$ cat src/rtl/hazard_controller.sv
// Stall/flush sequencer for the 5-stage RV32 pipeline: load-use, branch redirect,
// multi-cycle mul/div and data-memory wait states, plus a saturating stall counter.
module hazard_controller #(
  parameter int MD_MAX_CYCLES = 40,
  parameter int CNT_W         = 32
) (
  input  logic             clk,
  input  logic             rst,
  input  logic [4:0]       id_rs1_addr,
  input  logic [4:0]       id_rs2_addr,
  input  logic             id_rs1_used,
  input  logic             id_rs2_used,
  input  logic [4:0]       ex_rd_addr,
  input  logic             ex_reg_write,
  input  logic             ex_mem_read,
  input  logic             ex_branch_taken,
  input  logic             ex_md_op,
  input  logic             md_done,
  input  logic             mem_dmem_req,
  input  logic             dmem_ack,
  output logic             pc_stall,
  output logic             if_id_stall,
  output logic             id_ex_stall,
  output logic             ex_mem_stall,
  output logic             if_id_flush,
  output logic             id_ex_flush,
  output logic             ex_mem_flush,
  output logic             mem_wb_flush,
  output logic             md_start,
  output logic             md_timeout,
  output logic [CNT_W-1:0] stall_cycles
);

  localparam int MDC_W = (MD_MAX_CYCLES > 1) ? $clog2(MD_MAX_CYCLES) : 1;
  localparam logic [MDC_W-1:0] MD_LAST = MDC_W'(MD_MAX_CYCLES - 1);

  localparam logic [1:0] ST_RUN      = 2'd0;
  localparam logic [1:0] ST_MD_WAIT  = 2'd1;
  localparam logic [1:0] ST_MEM_WAIT = 2'd2;

  logic [1:0]       state_q, state_d;
  logic [MDC_W-1:0] md_cnt_q, md_cnt_d;
  logic [CNT_W-1:0] stall_cnt_q, stall_cnt_d;
  logic             timeout_q, timeout_d;

  logic mem_wait, rs1_hit, rs2_hit, load_use, in_md, md_exit;

  assign mem_wait = mem_dmem_req && !dmem_ack;
  assign rs1_hit  = id_rs1_used && (id_rs1_addr == ex_rd_addr);
  assign rs2_hit  = id_rs2_used && (id_rs2_addr == ex_rd_addr);
  // x0 is hard-wired to zero, so a load targeting it can never feed a consumer.
  assign load_use = ex_mem_read && ex_reg_write && (ex_rd_addr != 5'd0) && (rs1_hit || rs2_hit);
  assign in_md    = (state_q == ST_MD_WAIT);
  assign md_exit  = md_done || (md_cnt_q == MD_LAST);

  always_comb begin
    // NOTE: every variable gets a default first so no path leaves it unassigned (no latch).
    pc_stall     = 1'b0;
    if_id_stall  = 1'b0;
    id_ex_stall  = 1'b0;
    ex_mem_stall = 1'b0;
    if_id_flush  = 1'b0;
    id_ex_flush  = 1'b0;
    ex_mem_flush = 1'b0;
    mem_wb_flush = 1'b0;
    md_start     = 1'b0;
    state_d      = state_q;
    md_cnt_d     = md_cnt_q;
    timeout_d    = timeout_q;

    if (mem_wait) begin
      pc_stall     = 1'b1;
      if_id_stall  = 1'b1;
      id_ex_stall  = 1'b1;
      ex_mem_stall = 1'b1;
      mem_wb_flush = 1'b1;
      if (!in_md) state_d = ST_MEM_WAIT;
    end else if (in_md && !md_exit) begin
      pc_stall     = 1'b1;
      if_id_stall  = 1'b1;
      id_ex_stall  = 1'b1;
      ex_mem_flush = 1'b1;
      md_cnt_d     = md_cnt_q + MDC_W'(1);
    end else begin
      // RUN rules; also the MEM_WAIT ack cycle and the MD_WAIT exit cycle.
      state_d = ST_RUN;
      if (in_md && !md_done) timeout_d = 1'b1;
      if (!in_md && ex_md_op) begin
        md_start     = 1'b1;
        pc_stall     = 1'b1;
        if_id_stall  = 1'b1;
        id_ex_stall  = 1'b1;
        ex_mem_flush = 1'b1;
        state_d      = ST_MD_WAIT;
        md_cnt_d     = '0;
      end else if (ex_branch_taken) begin
        if_id_flush = 1'b1;
        id_ex_flush = 1'b1;
      end else if (load_use) begin
        pc_stall    = 1'b1;
        if_id_stall = 1'b1;
        id_ex_flush = 1'b1;
      end
    end

    if (rst) begin
      pc_stall     = 1'b0;
      if_id_stall  = 1'b0;
      id_ex_stall  = 1'b0;
      ex_mem_stall = 1'b0;
      if_id_flush  = 1'b0;
      id_ex_flush  = 1'b0;
      ex_mem_flush = 1'b0;
      mem_wb_flush = 1'b0;
      md_start     = 1'b0;
    end
  end

  assign stall_cnt_d = (pc_stall && (stall_cnt_q != '1)) ? stall_cnt_q + CNT_W'(1) : stall_cnt_q;

  always_ff @(posedge clk) begin
    // NOTE: sequential state uses non-blocking assignments so all registers update together.
    if (rst) begin
      state_q     <= ST_RUN;
      md_cnt_q    <= '0;
      stall_cnt_q <= '0;
      timeout_q   <= 1'b0;
    end else begin
      state_q     <= state_d;
      md_cnt_q    <= md_cnt_d;
      stall_cnt_q <= stall_cnt_d;
      timeout_q   <= timeout_d;
    end
  end

  assign md_timeout   = timeout_q;
  assign stall_cycles = stall_cnt_q;

endmodule

$ cat config.mk
export PLATFORM = sky130hd
export DESIGN_NAME = hazard_controller
export DESIGN_NICKNAME = d
export VERILOG_FILES = /design/src/rtl/hazard_controller.sv
export SDC_FILE = /design/constraint.sdc
export NUM_CORES = 1
export LEC_CHECK = 0
export BUFFER_PORTS_ARGS = -buffer_cell sky130_fd_sc_hd__buf_2
export CAP_MARGIN = 40
export CORE_MARGIN = 1
export CORE_UTILIZATION = 40
export DETAILED_ROUTE_END_ITERATION = 12
export GPL_TIMING_DRIVEN = 0
export MAX_ROUTING_LAYER = met4
export PLACE_DENSITY_LB_ADDON = 0.05
export SYNTH_ARGS = -nofsm -noshare
export SYNTH_HDL_FRONTEND = slang
export SYNTH_SLANG_ARGS = --single-unit
$ cat constraint.sdc
create_clock -name clk -period 4.6 [get_ports clk]
set_clock_uncertainty 0.1 [all_clocks]
set_input_delay 0.69 -clock clk [delete_from_list [all_inputs] [get_ports clk]]
set_output_delay 0.69 -clock clk [all_outputs]
set_load 0.01 [all_outputs]
# ---- After elaboration in Yosys (flattened, before gate mapping)
# Cells that the tools add are included.
dict set report classes {
  bitwise_logic 2
  n_eq_ne 7
  addsub 2
  muxes 33
  reduce_logical 21
}
# operator n
set ops {}
lappend ops {{32-bit by 1-bit adder with 32-bit output (second input constant)} 1}
lappend ops {{32-bit inequality test (second input constant)} 1}
lappend ops {{1-bit 2-to-1 mux} 28}
lappend ops {{6-bit 2-to-1 mux} 2}
lappend ops {{5-bit equality test} 2}
lappend ops {{1-bit logical AND} 10}
lappend ops {{6-bit by 1-bit adder with 6-bit output (second input constant)} 1}
lappend ops {{6-bit equality test (second input constant)} 1}
lappend ops {{2-bit 2-to-1 mux} 3}
lappend ops {{5-bit nonzero test} 1}
lappend ops {{1-bit logical NOT} 4}
lappend ops {{2-bit inequality test (second input constant)} 2}
lappend ops {{2-bit AND reduction} 2}
lappend ops {{3-bit AND reduction} 1}
lappend ops {{2-bit by 1-bit equality test with 1-bit output (second input constant)} 1}
lappend ops {{1-bit logical OR} 2}
lappend ops {{1-bit NOT} 2}
lappend ops {{2-bit nonzero test} 1}
dict set report totals {
  out_inout_bits 42
  ff_bits 41
  word_cells 69
  in_bits 26
}

# ---- Logic depth before layout (Yosys ltp)
dict set report logic_depth {
  ltp_word 11
  ltp_mapped 9
}

# ---- Worst setup path after synthesis
# Ideal clock, no wire load.
dict set report synth_path {
  path_kind {input-to-output}
  start {in ex_rd_addr[1]}
  end {out pc_stall}
  t_arrival_ns 1.843
  path_buffers 1
  slack_ns 1.967
  required_ns 3.810
  cell_stages 5
  cell_sequence {or3_1 o311a_1 a31oi_4 inv_2 buf_4}
}
dict set report synth_via {
  elab_chain_cells 10
}
# item line
set synth_rtl {}
lappend synth_rtl {{from (decl)} 13} ;# input logic [4:0] ex_rd_addr,
lappend synth_rtl {{5-bit equality test (on tied branches)} {49, 50}}
lappend synth_rtl {{1-bit logical AND (on tied branches)} {49, 50}}
lappend synth_rtl {{1-bit logical OR} 52} ;# assign load_use = ex_mem_read && ex_reg_write && (ex_rd_addr != 5'd0) && (rs1_hit || rs2_hit);
lappend synth_rtl {{1-bit logical AND *} 52}
lappend synth_rtl {{1-bit 2-to-1 mux * (6 in a row)} -}
lappend synth_rtl {{to (decl)} 21} ;# output logic pc_stall,
# Mark *: on every way between the ends. The rest lies on a longest branch, timed or not.

# ---- Final worst setup path
dict set report layout_path {
  start {reg md_cnt_q[0]}
  end {out pc_stall}
}
dict set report layout_via {
  elab_chain_cells 7
}
# item line
set layout_rtl {}
lappend layout_rtl {{from (decl)} 42} ;# logic [MDC_W-1:0] md_cnt_q, md_cnt_d;
lappend layout_rtl {{from (signal assigned)} 130} ;# md_cnt_q <= md_cnt_d;
lappend layout_rtl {{6-bit equality test} 54} ;# assign md_exit = md_done || (md_cnt_q == MD_LAST);
lappend layout_rtl {{1-bit logical OR} 54}
lappend layout_rtl {{1-bit logical NOT} 78} ;# end else if (in_md && !md_exit) begin
lappend layout_rtl {{1-bit logical AND} 78}
lappend layout_rtl {{1-bit 2-to-1 mux} 78}
lappend layout_rtl {{1-bit 2-to-1 mux} 71} ;# if (mem_wait) begin
lappend layout_rtl {{1-bit 2-to-1 mux} 106} ;# if (rst) begin
# Every way passes these cells.

==> results.toml <==
[job]
drv_cap = 0

[place]
port_buffers = 67
place_ws_ns = 1.61
dp_cells = 420
dpl.hpwl_um = 4600
gp_congestion = 0.789

[sta]
max_freq_ghz = 0.326
hold_violations = 0
period_share = 0.666
period_minus_slack_ns = 3.07
setup_violations = 0
tightest_slew_ns = 0.562
worst_slack_ns = 1.53
setup_tns_ns = 0
slew-limit-headroom = 0.625
slew_violations = 0
holdWs_ns = 0.369
rsz0062_at_grt = "no"

[power]
total_power_mw = 0.671
p_per_area_mw_per_mm2 = 237
seqPwrFrac = 0.537
p_sw_frac = 0.268
power.internal_mw = 0.491
ir_worst_vdd_uv = 129
p_clk_frac = 0.333
power_switching_mw = 0.180
leakagePower_nw = 1.11
power_frac_comb = 0.131

[grt]
antenna_found_initial = 0
grt_pass1_wl_um = 10400
grt_max_degree = 12
grt_pass1_vias = 2150
grt.overflow.total = 0
grt_use_total = 0.221

[logic_synthesis]
yosys.area_share.adder = 0.0107
syn_area_per_cell_um2 = 8.31
postSynthCellCount = 281
synthSimpleGateAreaFrac = 0.333
synth_compound_area_frac = 0.197
ys_top_cells_by_area = "dfxtp_1, a21oi_1, nand4_1, or3_1, xnor2_1"
ys.warnings.count = 0
yosysMostFrequentCell = "dfxtp_1"
synth.cell_area_mm2 = 0.00233
synthXorXnorAreaFrac = 0.0525
synth_fp_nets = 309
ys_async_sr_fraction = 0
yosys_most_used_dff = "dfxtp_1"
yosysUniqueCellTypes = 45
synth-seq-cells = 41
yosysTopAreaCellShare = 0.352
muxShareOfSynthArea = 0.00965
synthTopCellsByCount = "dfxtp_1, a21oi_1, nand2_1, nand4_1, nor2_1"
synth_seq_area_share = 0.352
synth_top_family_by_area = "simple AND/OR/NAND/NOR gates"
post-synth-top-area-cell = "dfxtp_1"
synth_edf_count = 0

[floorplan]
start_util = 0.419
rows = 27
die_x_um = 78.4
ios = 68
dieArea_mm2 = 0.00615
core_area_mm2 = 0.00557
die_h_um = 78.4

[clock_tree]
cts_setup_buffers = 0
clock_sinks = 41
cts_resized = 0
cts_max_level = 2
cts_inserted_buffers = 5
cts_buffer_depth = 2
cts_tree = "built"
clk_latency_ns = 0.30
path_clk_slew_ns = 0.07
cts_hold_buf = 0
root_buffer = "clkbuf_8"

[layout]
nets = 383
area_delta_synth_final_pct = 21.4
drive_above_1_share = 0.260
layout.cells.non_filler = 426
diodes = 0

[critical_path]
cp-start-kind = "flop"
cp.arrival_ns = 2.28
cp_max_fo = 6
required_ns = 3.81
cp-end-kind = "output port"
critical_path_class = "reg2out"

[route]
drc_errors = 0
vias = 2370
wirelength_um = 6300
dr.first_iter.drc_count = 127
post_drt_wl_per_cell_um = 14.8
firstDrtPassIters = 4
ant_nets = 0
vias_per_cell = 5.56

[worst_hold_path]
hold_path.class = "reg2reg"

[status]
outcome = "complete, no violations"
[path summary, 6_finish.rpt]
kind                                  from                             to  slack, ns  cells after the start
hold reg to reg    md_timeout$_SDFFE_PP0P_        md_timeout$_SDFFE_PP0P_       0.37                      2
hold / removal     md_timeout$_SDFFE_PP0P_        md_timeout$_SDFFE_PP0P_       0.37                      2
setup / recovery  md_cnt_q[0]$_SDFFE_PP0P_                       pc_stall       1.53                      8
setup reg to reg  md_cnt_q[0]$_SDFFE_PP0P_  stall_cycles[27]$_SDFFE_PP0P_       2.06                      9
[state kept, by name, indices dropped and copies added, names as in the netlist]
signal and count:
stall_cycles 32, md_cnt_q 6, state_q 2, md_timeout 1
[placed cells by master, fill, tap and decap left out, types with 8 or more instances in the layout]
cell	synthesis	final
a21oi_1	26	26
dfxtp_1	41	41
nor2_1	15	15
nand2_1	19	19
buf_2	8	75
nor3_1	8	8
or3_1	14	14
nand4_1	19	19
o21ai_0	10	10
nand3_1	13	13
xnor2_1	10	10
[metal layers]
layer  vias up  wire length (um)  global-route usage  share of wire
met2        58              3060               0.361           0.49
met1      1087              2860               0.271           0.45
met4         0                59              0.0722         0.0094
met5         -                 0                   -              0
met3         5               320              0.0465          0.051
li1       1220                 -                   -              -
[power groups by stage]
stage	sequential, mW	combinational (mW)	clock [mW]
5_1_grt	0.361	0.0970	0.240
6_report	0.360	0.0877	0.223
4_1_cts	0.360	0.0887	0.227
3_5_place_dp	0.369	0.0883	0
3_3_place_gp	0.369	0.0879	0
2_1_floorplan	0.369	0.0516	0
[per-stage QoR]
stage / util / instance area, um2
detailed placement: 0.495 / 2760
CTS: 0.508 / 2830
global placement: 0.495 / 2760
finish: 0.508 / 2830
floorplan: - / 2330
global route: 0.508 / 2830
[cells by family (layout without fill, tap and decap cells)]
group	after synthesis	after routing
adders and majority gates	2	2
and+or+nand+nor	132	132
AOI/OAI and AO/OA	69	69
buffers and inverters	21	94
muxes	2	2
xor gates and xnor gates	14	14
DFF	41	41
[cell type report]
class                   instances  area (um2)
repair buffers                 67         335
multi-input cells             219        1410
clock inverters                 1        5.00
flip-flops and latches         41         821
clock buffers                   5        68.8
well taps                      72        90.1
fillers                       574        2740
inverters                       4        15.0
plain buffers                  17        92.6
[worst max-delay path, stage by stage (launching register included)]
cell and delay [ns]:
dfxtp_1 0.37, ha_1 0.19, nor4bb_1 0.40, a211o_1 0.25, a31oi_4 0.12, a31oi_4 0.27
inv_2 0.11, buf_4 0.14, buf_2 0.13
No activity file was read; power rests on OpenSTA's default activity.
